### src/rtl/gj_row_sequencer.sv
// gj_row_sequencer: orders Gauss-Jordan NORM/ELIM row commands for a shared row engine.
// Define GJ_PERF_CNT_EN to add the cyc_cnt_o/stall_cnt_o performance counters.
module gj_row_sequencer #(
    parameter int N       = 5,
    parameter int ROW_W   = 3,
    parameter int TIMEOUT = 255
) (
    input  logic             clk,
    input  logic             rst_n,
    input  logic             start_i,
    input  logic             abort_i,
    output logic             cmd_valid_o,
    input  logic             cmd_ready_i,
    output logic             cmd_op_o,
    output logic [ROW_W-1:0] cmd_pivot_o,
    output logic [ROW_W-1:0] cmd_target_o,
    input  logic             rsp_valid_i,
    input  logic             rsp_zero_i,
    output logic             busy_o,
    output logic             done_o,
    output logic             err_o,
    output logic [1:0]       err_code_o,
    output logic [ROW_W-1:0] err_row_o
`ifdef GJ_PERF_CNT_EN
    ,
    output logic [15:0]      cyc_cnt_o,
    output logic [15:0]      stall_cnt_o
`endif
);
    localparam int WD_W = $clog2(TIMEOUT + 1);
    localparam logic [ROW_W:0] ONE_X = 1;
    localparam logic [ROW_W:0] N_X = (ROW_W + 1)'(N);
    localparam logic [ROW_W:0] LAST_X = (ROW_W + 1)'(N - 1);

    typedef enum logic [2:0] {IDLE, ISSUE, WAIT, DONE, ERR} state_t;

    state_t           state_q, state_d;
    logic             op_q, op_d;
    logic [ROW_W-1:0] k_q, k_d;
    logic [ROW_W-1:0] i_q, i_d;
    logic [1:0]       err_code_q, err_code_d;
    logic [ROW_W-1:0] err_row_q, err_row_d;
    logic [WD_W-1:0]  wd_q, wd_d, wd_inc;
    logic [ROW_W:0]   cand, nxt;
    logic             wrap, last_k, start_go;

    // Next ELIM target after the current command, skipping the pivot row; wrap means k is finished.
    always_comb begin
        cand = op_q ? ({1'b0, i_q} + ONE_X) : '0;
        nxt = (cand == {1'b0, k_q}) ? cand + ONE_X : cand;
        wrap = nxt >= N_X;
        last_k = {1'b0, k_q} == LAST_X;
        wd_inc = (wd_q == WD_W'(TIMEOUT)) ? wd_q : wd_q + WD_W'(1);
        start_go = start_i && !abort_i && (state_q inside {IDLE, DONE, ERR});
    end

    always_comb begin
        state_d = state_q;
        op_d = op_q;
        k_d = k_q;
        i_d = i_q;
        wd_d = wd_q;
        err_code_d = err_code_q;
        err_row_d = err_row_q;
        if (abort_i) begin
            state_d = IDLE;
            err_code_d = '0;
            err_row_d = '0;
        end else if (start_go) begin
            state_d = ISSUE;
            op_d = 1'b0;
            k_d = '0;
            i_d = '0;
            err_code_d = '0;
            err_row_d = '0;
        end else begin
            case (state_q)
                DONE: state_d = IDLE;
                ISSUE: begin
                    if (cmd_ready_i) begin
                        state_d = WAIT;
                        wd_d = '0;
                    end
                end
                WAIT: begin
                    wd_d = wd_inc;
                    if (rsp_valid_i) begin
                        if (!op_q && rsp_zero_i) begin
                            state_d = ERR;
                            err_code_d = 2'd1;
                            err_row_d = k_q;
                        end else if (wrap && last_k) begin
                            state_d = DONE;
                        end else begin
                            state_d = ISSUE;
                            op_d = !wrap;
                            k_d = wrap ? k_q + ROW_W'(1) : k_q;
                            i_d = wrap ? k_q + ROW_W'(1) : nxt[ROW_W-1:0];
                        end
                    end else if (wd_inc == WD_W'(TIMEOUT)) begin
                        state_d = ERR;
                        err_code_d = 2'd2;
                        err_row_d = k_q;
                    end
                end
                default: state_d = state_q;
            endcase
        end
    end

    always_ff @(posedge clk or negedge rst_n) begin
        if (!rst_n) begin
            state_q <= IDLE;
            op_q <= 1'b0;
            k_q <= '0;
            i_q <= '0;
            wd_q <= '0;
            err_code_q <= '0;
            err_row_q <= '0;
        end else begin
            state_q <= state_d;
            op_q <= op_d;
            k_q <= k_d;
            i_q <= i_d;
            wd_q <= wd_d;
            err_code_q <= err_code_d;
            err_row_q <= err_row_d;
        end
    end

    assign cmd_valid_o = state_q == ISSUE;
    assign busy_o = (state_q == ISSUE) || (state_q == WAIT);
    assign done_o = state_q == DONE;
    assign err_o = state_q == ERR;
    assign cmd_op_o = op_q;
    assign cmd_pivot_o = k_q;
    assign cmd_target_o = i_q;
    assign err_code_o = err_code_q;
    assign err_row_o = err_row_q;

`ifdef GJ_PERF_CNT_EN
    logic [15:0] cyc_q, stall_q;

    always_ff @(posedge clk or negedge rst_n) begin
        if (!rst_n) begin
            cyc_q <= '0;
            stall_q <= '0;
        end else if (start_go) begin
            cyc_q <= '0;
            stall_q <= '0;
        end else begin
            if (busy_o && cyc_q != 16'hFFFF) cyc_q <= cyc_q + 16'd1;
            if (cmd_valid_o && !cmd_ready_i && stall_q != 16'hFFFF) stall_q <= stall_q + 16'd1;
        end
    end

    assign cyc_cnt_o = cyc_q;
    assign stall_cnt_o = stall_q;
`endif
endmodule
### config.mk
export PLATFORM = sky130hd
export DESIGN_NAME = gj_row_sequencer
export DESIGN_NICKNAME = d
export VERILOG_FILES = /design/src/rtl/gj_row_sequencer.sv
export SDC_FILE = /design/constraint.sdc
export NUM_CORES = 1
export LEC_CHECK = 0
export CAP_MARGIN = 20
export CORE_AREA = 8 8 70 78
export CTS_CLUSTER_DIAMETER = 150
export DETAILED_ROUTE_END_ITERATION = 12
export DIE_AREA = 0 0 78 86
export PLACE_DENSITY = 0.67
export SYNTH_ARGS = -nofsm -noshare
export SYNTH_HDL_FRONTEND = slang
export SYNTH_SLANG_ARGS = --single-unit
### constraint.sdc
create_clock -name clk -period 3.2 [get_ports clk]
set_input_delay 0.48 -clock clk [delete_from_list [all_inputs] [get_ports clk]]
set_output_delay 0.48 -clock clk [all_outputs]
set_load 0.01 [all_outputs]
==> impl_metrics.yaml <==
sta:
  rsz0062_at_grt: "no"
  post_route_skew_ns: 0.00807
  slew_viol_final: 0
  tightestPinTransition_ns: 0.596
  setup-violations-final: 0
  period_minus_slack_ns: 2.67
  worst_slew_margin_rel_pct: 60.0
  setup-tns-final_ns: 0
  post-route-period-util_pct: 83.6
  hold_viol_final: 0
  achievable-frequency_mhz: 374
logic_synthesis:
  synth-async-reset-ratio_pct: 100
  synth_edf_count: 0
  number_of_register_bits_inferred_by_synthesis: 23
  yosysWarningCount: 0
  mappedNetlistArea_um2: 1760
  synth_top_cell_area_share_pct: 32.7
  syn_avg_cell_area_um2: 8.37
  yosysTopAreaCell: "dfrtp_1"
  syn_nets: 222
  most_frequent_cell_after_synthesis: "dfrtp_1"
  synth_commonest_cells: "23 x dfrtp_1, 21 x nand2_1, 17 x nor2_1"
  ys_flop_type: "dfrtp_1"
  synthTopCellsByArea: "dfrtp_1 33%, nand2_1 4.5%, o21ai_0 4.3%"
  synth.distinct_cells: 63
  sequential_element_share_of_the_synthesized_area_pct: 32.7
  postSynthCellCount: 210
floorplan:
  die_height_um: 86
  rows: 25
  die_area_um2: 6710
  start_util_pct: 41.9
  core_area_um2: 4190
  pin_count: 23
  die_wd_um: 78
setup_path:
  crit-reg2reg-launch: "cmd_target_o[0]"
  cp-end-kind: "register"
  worstSetupPathType: "reg2reg"
  ff2ff_setup_slack_ns: 0.53
  cp.arrival_ns: 2.84
  critPathRequiredTime_ns: 3.36
  critPathLaunch: "cmd_target_o[0]"
  worst_r2r_endpoint: "cmd_target_o[2]"
  critPathLaunchType: "register"
  critical_path_peak_fanout: 11
  rr_worst_depth: 10
final_layout:
  n_fill_cell: 418
  sequential_cell_area_um2: 576
  multi_input_comb_area_um2: 1070
  syn2layout_area_growth_pct: 15.7
  final_net_count: 237
  antenna_cells: 0
  layout-drive-gt1-share_pct: 7.59
cts:
  clock_tree.buffer_depth: 2
  cts-root-buf: "clkbuf_8"
  cts_setup_buffers: 0
  cts_inserted_buffers: 3
  hold_bufs_inserted_after_cts: 0
  cts.htree.levels: 1
  cts_tree: "done"
  clkSlewWorstSetupHoldPaths_ns: 0.09
  ctsResizeCount: 0
  clock_sink_count: 23
  clock_latency_ns: 0.27
hold_path:
  hold_path.class: "reg2reg"
  hold_path_depth: 2
  hold-path-endpoint: "err_code_o[0]"
  timing.hold.worst.start: "err_code_o[0]"
routing:
  final_antenna_net_count: 0
  drc: 0
  drt-wirelength-per-cell_um: 15.8
  drtIter0Drc: 143
  drt-total-wl_um: 4400
  detailroute.via_count: 1665
  drt_first_pass_iters: 4
  via_per_inst: 5.99
run:
  drv.max_cap_violation_count: 0
placed_design:
  gpl_wtd_cong: 0.891
  port-buffer-count: 22
  hpwlAfterDp_um: 3200
global_route:
  first_global_vias: 1609
  global_route.overflow_total: 0
  grt_antenna_before_repair: 0
  global_route_wire_length_before_repair_um: 7710
  grt_max_degree: 24
  globalRouteTotalUtil_pct: 13.6
pwr:
  vdd.ir_drop.worst_mv: 0.173
  power_per_cell_area_nw_per_um2: 356
  post-layout-total-power_uw: 725
  p_leak_uw: 0.000820
run_status:
  run_status: "complete, no violations"
==> where the power goes <==
group | total (uW) | internal, uW | switching [uW]
registers | 353 | 310 | 43.0
clock network | 187 | 87.1 | 99.6
logic | 185 | 86.2 | 98.6
==> metal layers <==
metal | up-vias | routed length [um] | GRT usage [%]
li1 | 809 | - | -
met2 | 49 | 2070 | 22.2
met4 | 0 | 47 | 4.22
met3 | 6 | 211 | 2.82
met5 | - | 0 | 0
met1 | 801 | 2070 | 17.4
==> state kept, by name, summed over array words and instances (netlist names) <==
name,cells
err_row_o,3
wd_q,8
err_code_o,2
cmd_target_o,3
cmd_pivot_o,3
state_q,3
cmd_op_o,1
==> cell usage in the layout (no fill, tap or decap), types with 3 or more instances in the layout <==
cell / synthesis / final
a21oi_1: 11 / 11
a31oi_1: 3 / 3
and3b_1: 3 / 3
clkbuf_8: 0 / 3
clkdlybuf4s50_1: 0 / 22
dfrtp_1: 23 / 23
ha_1: 5 / 5
inv_1: 12 / 12
mux2i_1: 3 / 3
nand2_1: 21 / 21
nand3_1: 7 / 7
nand3b_1: 3 / 3
nand4_1: 3 / 3
nor2_1: 17 / 17
nor3_1: 5 / 5
o21ai_0: 15 / 15
o31ai_1: 4 / 4
or3_1: 3 / 3
xor2_1: 3 / 3
==> cells by family after synthesis <==
group	share of synthesized area (%)
fa+ha+maj	3.56
simple gates	21.0
xor+xnor	2.49
mux	2.35
compound gates	31.6
buf+inv	6.26
flops	32.7
==> worst max-delay path: stages (launching register included) <==
cell and delay, ns:
dfrtp_1 0.47, ha_1 0.39, nand2_1 0.08, inv_1 0.08, ha_1 0.18, nand3_1 0.09
nor3_1 0.06, a311oi_1 0.40, o21ai_2 0.24, a21boi_2 0.22, mux2_2 0.35
==> per-stage QoR <==
| step | std cells | instance area, um2 | util, % | setup WS, ns | hold WS (ns) |
|---|---|---|---|---|---|
| global placement | 274 | 1990 | 47.4 | 0.595 | 0.511 |
| CTS | 278 | 2030 | 48.5 | 0.567 | 0.537 |
| finish | 278 | 2030 | 48.5 | 0.526 | 0.529 |
| global route | 278 | 2030 | 48.5 | 0.295 | 0.565 |
| detailed placement | 274 | 1990 | 47.4 | 0.529 | 0.516 |
| floorplan | 210 | 1760 | - | 0.862 | 0.184 |
==> area by class of cell <==
class,count,area share [%]
clock inverters,1,0.246
flip-flops and latches,23,28.3
repair buffers,23,11.2
inverters,12,2.21
well taps,54,3.32
multi-input cells,162,52.7
clock buffers,3,2.03
==> how the worst max path moves through the flow <==
stage	to	cells past startpoint
3_5_place_dp	cmd_target_o[2]	7
4_1_cts	cmd_target_o[2]	10
6_report	cmd_target_o[2]	10
2_1_floorplan	cmd_target_o[2]	10
3_3_place_gp	cmd_target_o[2]	7
5_1_grt	cmd_target_o[2]	10
Power figures use the tool's default switching activity.
